===== config.mk =====
export PLATFORM = sky130hd
export DESIGN_NAME = uart_tx_arbiter
export DESIGN_NICKNAME = d
export VERILOG_FILES = /design/src/rtl/uart_pkg.sv /design/src/rtl/rr_arbiter.sv /design/src/rtl/uart_tx_arbiter.sv
export SDC_FILE = /design/constraint.sdc
export NUM_CORES = 1
export LEC_CHECK = 0
export CAP_MARGIN = 15
export CORE_ASPECT_RATIO = 0.5
export CORE_MARGIN = 5
export CORE_UTILIZATION = 38
export CTS_BUF_LIST = sky130_fd_sc_hd__clkbuf_16
export DETAILED_ROUTE_END_ITERATION = 7
export GPL_TIMING_DRIVEN = 0
export HOLD_SLACK_MARGIN = 0.03
export PLACE_DENSITY = 0.63
export SYNTH_ARGS = -nofsm -noshare
export SYNTH_HDL_FRONTEND = slang
export SYNTH_SLANG_ARGS = --single-unit
export TNS_END_PERCENT = 50

===== constraint.sdc =====
create_clock -name clk -period 2.95 [get_ports clk]
set_input_delay 0.7375 -clock clk [delete_from_list [all_inputs] [get_ports clk]]
set_output_delay 0.7375 -clock clk [all_outputs]
set_load 0.1 [all_outputs]

===== src/rtl/uart_pkg.sv =====
// Shared UART-side definitions: arbiter state encoding, byte width and the
// clock/baud figures that size the transmit watchdog.
package uart_pkg;

    typedef enum logic [1:0] {
        IDLE = 2'd0,
        LOAD = 2'd1,
        BUSY = 2'd2,
        GAP  = 2'd3
    } arb_state_e;

    localparam int UART_DATA_W = 8;
    localparam int CLK_HZ      = 100_000_000;
    localparam int BAUD        = 115_200;

    // One start + 8 data + 1 stop bit.
    localparam int FRAME_CYCLES = 10 * (CLK_HZ / BAUD);

    // About two dozen frames of slack, rounded down to a whole 10k clocks.
    localparam int TIMEOUT_CYCLES_DFLT = ((24 * FRAME_CYCLES) / 10_000) * 10_000;

endpackage


===== src/rtl/rr_arbiter.sv =====
// Combinational round-robin pick: the search starts one past the last winner
// and wraps, so the most recently served requester has the lowest priority.
module rr_arbiter #(
    parameter int N = 4
) (
    input  logic [N-1:0]         req,
    input  logic [$clog2(N)-1:0] last,
    output logic [N-1:0]         grant,
    output logic [$clog2(N)-1:0] grant_idx,
    output logic                 any_grant
);

    localparam int IW = $clog2(N);

    // rot[k] is the request that sits k+1 places after the last winner.
    logic [N-1:0]  rot;
    logic [IW-1:0] pick;

    generate
        for (genvar gi = 0; gi < N; gi++) begin : g_rot
            logic [IW-1:0] src;
            assign src     = IW'((32'(last) + 32'(gi) + 32'd1) % N);
            assign rot[gi] = req[src];
        end
    endgenerate

    always_comb begin
        pick      = '0;
        grant     = '0;
        any_grant = |req;
        for (int i = N - 1; i >= 0; i--) begin
            if (rot[i]) begin
                pick = IW'(i);
            end
        end
        grant_idx = IW'((32'(last) + 32'(pick) + 32'd1) % N);
        if (any_grant) begin
            grant[grant_idx] = 1'b1;
        end
    end

endmodule


===== src/rtl/uart_tx_arbiter.sv =====
// Shares one UART transmitter among NUM_REQ byte sources: round-robin grant,
// one-cycle start pulse, wait for tx_done, inter-frame gap and a watchdog.
module uart_tx_arbiter
    import uart_pkg::*;
#(
    parameter int NUM_REQ        = 4,
    parameter int DATA_W         = UART_DATA_W,
    parameter int GAP_CYCLES     = 16,
    parameter int TIMEOUT_CYCLES = TIMEOUT_CYCLES_DFLT
) (
    input  logic                        clk,
    input  logic                        rst,
    input  logic [NUM_REQ-1:0]          req_valid,
    input  logic [NUM_REQ*DATA_W-1:0]   req_data,
    output logic [NUM_REQ-1:0]          req_ack,
    output logic [DATA_W-1:0]           tx_data,
    output logic                        tx_en,
    input  logic                        tx_done,
    output logic [$clog2(NUM_REQ)-1:0]  grant_id,
    output logic                        busy,
    output logic                        timeout_err,
    input  logic                        err_clr
);

    localparam int IW       = $clog2(NUM_REQ);
    localparam int CNT_MAX  = (TIMEOUT_CYCLES > GAP_CYCLES) ? TIMEOUT_CYCLES : GAP_CYCLES;
    localparam int CW       = $clog2(CNT_MAX + 1);
    localparam int GAP_LAST = (GAP_CYCLES > 0) ? GAP_CYCLES - 1 : 0;
    localparam arb_state_e AFTER_FRAME = (GAP_CYCLES == 0) ? IDLE : GAP;

    arb_state_e          state_reg, state_next;
    logic [NUM_REQ-1:0]  ack_reg, ack_next;
    logic                tx_en_reg, tx_en_next;
    logic [DATA_W-1:0]   tx_data_reg, tx_data_next;
    logic [IW-1:0]       grant_id_reg, grant_id_next;
    logic [IW-1:0]       last_reg, last_next;
    logic                busy_reg, busy_next;
    logic                err_reg, err_next;
    logic [CW-1:0]       cnt_reg, cnt_next;
    logic [CW-1:0]       cnt_inc;
    logic                tx_done_q;
    logic                done_evt;

    logic [NUM_REQ-1:0]  arb_grant;
    logic [IW-1:0]       arb_idx;
    logic                arb_any;
    logic [DATA_W-1:0]   req_bytes [NUM_REQ];

    generate
        for (genvar gi = 0; gi < NUM_REQ; gi++) begin : g_bytes
            assign req_bytes[gi] = req_data[gi*DATA_W +: DATA_W];
        end
    endgenerate

    rr_arbiter #(
        .N (NUM_REQ)
    ) u_rr (
        .req       (req_valid),
        .last      (last_reg),
        .grant     (arb_grant),
        .grant_idx (arb_idx),
        .any_grant (arb_any)
    );

    // A level-held tx_done only ever produces a single completion.
    assign done_evt = tx_done & ~tx_done_q;
    assign cnt_inc  = cnt_reg + 1'b1;

    always_comb begin
        state_next    = state_reg;
        ack_next      = '0;
        tx_en_next    = 1'b0;
        tx_data_next  = tx_data_reg;
        grant_id_next = grant_id_reg;
        last_next     = last_reg;
        err_next      = err_reg;
        cnt_next      = cnt_reg;
        if (err_clr) begin
            err_next = 1'b0;
        end
        case (state_reg)
            IDLE: begin
                if (arb_any) begin
                    tx_data_next  = req_bytes[arb_idx];
                    grant_id_next = arb_idx;
                    last_next     = arb_idx;
                    ack_next      = arb_grant;
                    tx_en_next    = 1'b1;
                    state_next    = LOAD;
                end
            end
            LOAD: begin
                cnt_next   = '0;
                state_next = BUSY;
            end
            BUSY: begin
                if (done_evt) begin
                    cnt_next   = '0;
                    state_next = AFTER_FRAME;
                end else if (cnt_inc == CW'(TIMEOUT_CYCLES - 1)) begin
                    // Stuck transmitter: the byte is dropped, never retried.
                    err_next   = 1'b1;
                    cnt_next   = '0;
                    state_next = AFTER_FRAME;
                end else begin
                    cnt_next = cnt_inc;
                end
            end
            GAP: begin
                if (cnt_reg == CW'(GAP_LAST)) begin
                    cnt_next   = '0;
                    state_next = IDLE;
                end else begin
                    cnt_next = cnt_inc;
                end
            end
            default: begin
                state_next = IDLE;
            end
        endcase
        busy_next = (state_next != IDLE);
    end

    always_ff @(posedge clk or posedge rst) begin
        if (rst) begin
            state_reg    <= IDLE;
            ack_reg      <= '0;
            tx_en_reg    <= 1'b0;
            tx_data_reg  <= '0;
            grant_id_reg <= '0;
            last_reg     <= IW'(NUM_REQ - 1);
            busy_reg     <= 1'b0;
            err_reg      <= 1'b0;
            cnt_reg      <= '0;
            tx_done_q    <= 1'b0;
        end else begin
            state_reg    <= state_next;
            ack_reg      <= ack_next;
            tx_en_reg    <= tx_en_next;
            tx_data_reg  <= tx_data_next;
            grant_id_reg <= grant_id_next;
            last_reg     <= last_next;
            busy_reg     <= busy_next;
            err_reg      <= err_next;
            cnt_reg      <= cnt_next;
            tx_done_q    <= tx_done;
        end
    end

    assign req_ack     = ack_reg;
    assign tx_en       = tx_en_reg;
    assign tx_data     = tx_data_reg;
    assign grant_id    = grant_id_reg;
    assign busy        = busy_reg;
    assign timeout_err = err_reg;

endmodule


**Yosys cells after proc, flatten, opt, wreduce, memory -nomap -nowiden**

Cells that the tools add are included.
W data, S select, Z words.

- Logic and storage cells: 74
- Output and inout bits: 17
- Register bits after elaboration: 40
- Bits of input ports: 40

- Eq/ne operators: 5
- $lt $le $gt $ge: 7
- Add/sub/neg operators: 9
- Reduce and logical (&&, ||, !) cells: 6
- Bitwise logic cells: 3
- Muxes and demuxes: 34

Operator list:

| cell | number |
|---|---|
| $mux W18 | 3 |
| $pmux W18 S3 | 1 |
| $add A18 B1 Y18 const B | 1 |
| $eq A18 B18 Y1 const B | 1 |
| $eq A18 B4 Y1 const B | 1 |
| $bmux W8 S2 | 1 |
| $mux W2 | 8 |
| $mux W8 | 2 |
| $lt A2 B3 Y1 const B | 5 |
| $mux W1 | 11 |
| $add A2 B1 Y2 const B | 5 |
| $bmux W1 S2 | 4 |
| $mux W4 | 2 |
| $pmux W2 S4 | 1 |
| $add A2 B2 Y2 const B | 2 |
| $eq A2 B2 Y1 const B | 2 |
| $reduce_or A4 Y1 | 1 |
| $ge A3 B3 Y1 const B | 1 |
| $not A2 Y3 | 1 |
| $reduce_bool A3 Y1 | 1 |
| $add A2 B2 Y2 | 1 |
| $demux W1 S2 | 1 |
| $eq A2 B1 Y1 const B | 1 |
| $ge A2 B1 Y1 const B | 1 |
| other kinds (6) | 6 |

**Logic depth before layout (Yosys ltp)**

- Word-level depth: 16
- Mapped depth: 12
- Gate-level depth less buffers: 10

**Modules after synthesis**

From an unflattened synthesis, not the netlist that was laid out.

- Cell total of the unflattened synthesis: 316
- Area total of the unflattened synthesis: 2783.9 sq um

By module, submodules not included:

| module | cells each | instances | sequential area each (sq um) | area each (sq um) |
|---|---|---|---|---|
| uart_tx_arbiter | 275 | 1 | 1003.5 | 2487.4 |
| rr_arbiter | 41 | 1 | 0.0 | 296.5 |

**Least setup slack after synthesis**

OpenSTA, ideal clock, no wires.

- Kind: flip-flop to flip-flop
- From: reg cnt_reg[1]
- To: reg cnt_reg[4]
- Required time: 2.798 ns
- Setup slack: 0.004 ns
- Data arrival time: 2.794 ns
- Cell stages (with the launch flop): 10
- Path through: dfrtp_1 ha_1 nand3_2 or4_1 clkbuf_1 mux2i_1 or4_4 o31ai_4 buf_6 o32ai_1

- Cells in the longest elaborated chain, start to end: 5
- Elaborated cells on any way between the ends: 7
- Classes of those cells: add/sub (1); eq/ne (2); mux (4)

RTL lines:

| what | line | RTL |
|---|---|---|
| from (decl) | uart_tx_arbiter.sv:39 | `logic [CW-1:0] cnt_reg, cnt_next;` |
| from (signal assigned) | uart_tx_arbiter.sv:145 | `cnt_reg <= cnt_next;` |
| $add A18 B1 Y18 | uart_tx_arbiter.sv:67 | `assign cnt_inc = cnt_reg + 1'b1;` |
| $eq A18 B18 Y1 | uart_tx_arbiter.sv:100 | `end else if (cnt_inc == CW'(TIMEOUT_CYCLES - 1)) begin` |
| $mux W18 | uart_tx_arbiter.sv:100 |  |
| $mux W18 | uart_tx_arbiter.sv:97 | `if (done_evt) begin` |
| $pmux W18 S3 (*) | uart_tx_arbiter.sv:81 | `case (state_reg)` |

Mark *: on every way between the ends. The rest lies on a longest branch, timed or not.
A chain may end at the register's enable or synchronous reset.

**Worst setup path after layout**

- From: reg cnt_reg[1]
- To: reg err_reg, in the netlist timeout_err

- Cells in the longest elaborated chain, start to end: 5

RTL lines:

| what | line | RTL |
|---|---|---|
| $add A18 B1 Y18 | uart_tx_arbiter.sv:67 |  |
| $eq A18 B18 Y1 | uart_tx_arbiter.sv:100 |  |
| $mux W1 | uart_tx_arbiter.sv:100 |  |
| $mux W1 | uart_tx_arbiter.sv:97 |  |
| $mux W1 | uart_tx_arbiter.sv:81 |  |
| named net err_next | uart_tx_arbiter.sv:38 | `logic err_reg, err_next;` |
| to (signal assigned) | uart_tx_arbiter.sv:144 | `err_reg <= err_next;` |
| to (decl) | uart_tx_arbiter.sv:38 |  |

The timed path passes the listed nets, and every way through them passes these cells.

==> results.json <==
{
  "setup_violations": 0,
  "io_buffers": 56,
  "synth_top_cell_by_area": "dfrtp_1",
  "via_per_inst": 5.42,
  "status": "finished, final reports clean",
  "max-vdd-ir-drop_v": 0.000708,
  "whs_ps": 467,
  "syn_avg_cell_area_um2": 9.16,
  "clock_latency_ps": 280,
  "dpl.hpwl_mm": 4.60,
  "hold_violations": 0,
  "drt_iter0_markers": 156,
  "multi_input_area_um2": 1420,
  "arrival_ps": 3040,
  "coreArea_um2": 6230,
  "cts_buffer_depth": 2,
  "path_clk_slew_ps": 60,
  "ys_seq_area_share_pct": 40.1,
  "die_area_um2": 8400,
  "layoutNonFillerInstCount": 431,
  "ys.warnings.count": 0,
  "crit_fanout": 10,
  "worstSetupPathType": "reg -> reg",
  "pwr_density_cell_nw_per_um2": 976,
  "clock_skew_ps": 4.31,
  "die_y_um": 67.4,
  "final_core_util_pct": 55.4,
  "cts.hold.buffers_added": 0,
  "ff_latch_area_um2": 1000,
  "yosysUniqueCellTypes": 59,
  "min_period_ps": 2840,
  "vias": 2334,
  "slew_headroom_pct": 33.4,
  "ys.flop_type": "dfrtp_1",
  "grt_pass1_vias": 2256,
  "synth_cells": 273,
  "cap_violations": 0,
  "antenna_left": 0,
  "timing.fmax_mhz": 352,
  "synth_edf_count": 0,
  "netlist_area_um2": 2500,
  "ys_seq_elements": 40,
  "antenna_found_initial": 0,
  "grt_overflow_total": 0,
  "diodes": 0,
  "rsz0062_at_grt": "false",
  "crit_required_ps": 3160,
  "htreeDepth": 2,
  "placedCellCount": 417,
  "min_period_over_period_pct": 96.2,
  "grt_use_total_pct": 15.4,
  "drive_gt1_share_pct": 15.5,
  "fill_cells": 553,
  "drc_errors": 0,
  "detail_route.wirelength_mm": 6.60,
  "async_flop_share_pct": 100,
  "initial_core_util_pct": 40.1,
  "layout.nets": 385,
  "area_growth_syn_to_layout_pct": 38.1,
  "first_pass_iters": 4,
  "syn_nets": 316,
  "largest_reg_flops": 18,
  "clock_sinks": 40,
  "worstMarginPinSlew_ps": 996,
  "drv_slew": 0,
  "grt_max_degree": 41,
  "wl_per_cell_um": 15.3,
  "io_pins": 57,
  "die_w_um": 125,
  "crit_path_start_kind": "flop",
  "clk_root_buffer_cell": "clkbuf_16",
  "numCtsBuffers": 5,
  "static-leakage-power_uw": 0.00145,
  "grt_pass1_wl_mm": 10.6,
  "critPathCaptureType": "flop",
  "place_congestion": 0.893,
  "fp-row-count": 20,
  "hp-class": "reg -> reg",
  "yosysTopAreaCellShare_pct": 38.0,
  "cts_tree": "built",
  "finalSetupTns_ps": 0,
  "synth_area_leaders": "dfrtp_1 (38%), nand2_1 (8.0%), mux4_2 (7.2%), o21ai_0 (3.2%), nor2_1 (3.0%)",
  "total_power_uw": 3370
}
Yosys cell counts, drive strengths merged (4+ instances only):
| cell type | instances |
|---|---|
| or4 | 5 |
| nand3 | 7 |
| nand4 | 5 |
| buf | 9 |
| xor2 | 5 |
| nand2 | 53 |
| nor4 | 6 |
| dfrtp | 38 |
| o32ai | 7 |
| nor2 | 20 |
| clkbuf | 10 |
| mux4 | 8 |
| a21o | 4 |
| a31oi | 4 |
| inv | 10 |
| or3 | 4 |
| o21ai | 24 |
final timing paths:
check                                start     endpoint  slack (ps)  cells after the start
worst max-delay path            cnt_reg[1]  timeout_err         110                      7
worst min register to register  tx_data[2]   tx_data[2]         470                      2
worst max register to register  cnt_reg[1]  timeout_err         110                      7
max in group asynchronous              rst   cnt_reg[1]        1440                      2
worst min-delay path            tx_data[2]   tx_data[2]         470                      2
min in group asynchronous              rst   tx_data[1]         950                      2
final cells by class:
cell class,count,area share (%)
multi-input combinational,205,41.1
sequential,40,29.1
timing repair buffer,64,18.0
clock buffer,5,3.62
tap,88,3.19
buffer,16,2.72
clock inverter,3,1.23
inverter,10,1.09
cell usage in the layout (no fill, tap or decap), types with 3 or more instances in the layout:
cell type,Yosys,routed
o21ai_0,16,16
mux4_2,8,8
a211oi_1,3,3
clkbuf_16,0,5
a31oi_1,4,3
or4_1,4,3
a21o_1,4,4
clkdlybuf4s50_1,0,56
nor3_1,3,3
xnor2_1,3,3
and2_1,3,3
inv_1,10,9
o32ai_1,7,7
buf_2,5,5
o21ai_1,8,8
nor2_1,20,20
or3_1,4,4
nand2_1,53,53
dfrtp_1,38,37
nand4_1,4,4
nand3_1,5,5
o22ai_1,3,3
clkbuf_1,10,5
nor4_1,5,5
buf_4,2,11
xor2_1,5,4
critical path, cell delays in order (launching register included):
cell and delay, ps:
dfrtp_2 410, ha_2 250, nand3_4 150, or4_4 620
mux2i_1 170, or4_4 550, or4_1 520, o21ai_1 90
report_power, final:
group / internal [uW] / switching (uW) / total [uW]
clock: 397 / 219 / 616
sequential: 700 / 103 / 804
combinational: 780 / 1170 / 1950
layer usage:
metal / vias up / GRT usage (%) / share of wire (%) / wire (um)
met4: 0 / 4.10 / 0.82 / 54
met3: 6 / 3.40 / 7.1 / 468
met5: - / 0 / 0 / 0
met1: 1105 / 19.3 / 43 / 2850
met2: 90 / 27.7 / 49 / 3230
li1: 1133 / - / - / -
timing repair:
item,in CTS,in global routing
resized for setup,10,8
buffers inserted,2,6
pin swaps,1,4
gates cloned,0,1
endpoints found under the setup margin,24,23
kinds of logic (layout without fill, tap and decap cells):
group,after synthesis,after routing,share of synthesized area (%)
compound gates,63,64,17.5
xor+xnor,8,8,2.80
fa+ha+maj,3,3,1.50
buf+inv,29,98,5.20
flops,40,40,40.1
mux,10,10,8.00
simple gates,120,120,24.9
per-stage QoR:
step / setup WS, ps / area (um^2)
floorplan: 4.24 / 2500
global placement: -551 / 3170
detailed placement: -572 / 3170
CTS: 1.43 / 3380
global route: 9.08 / 3450
finish: 113 / 3450
No activity file was read; power rests on OpenSTA's default activity.
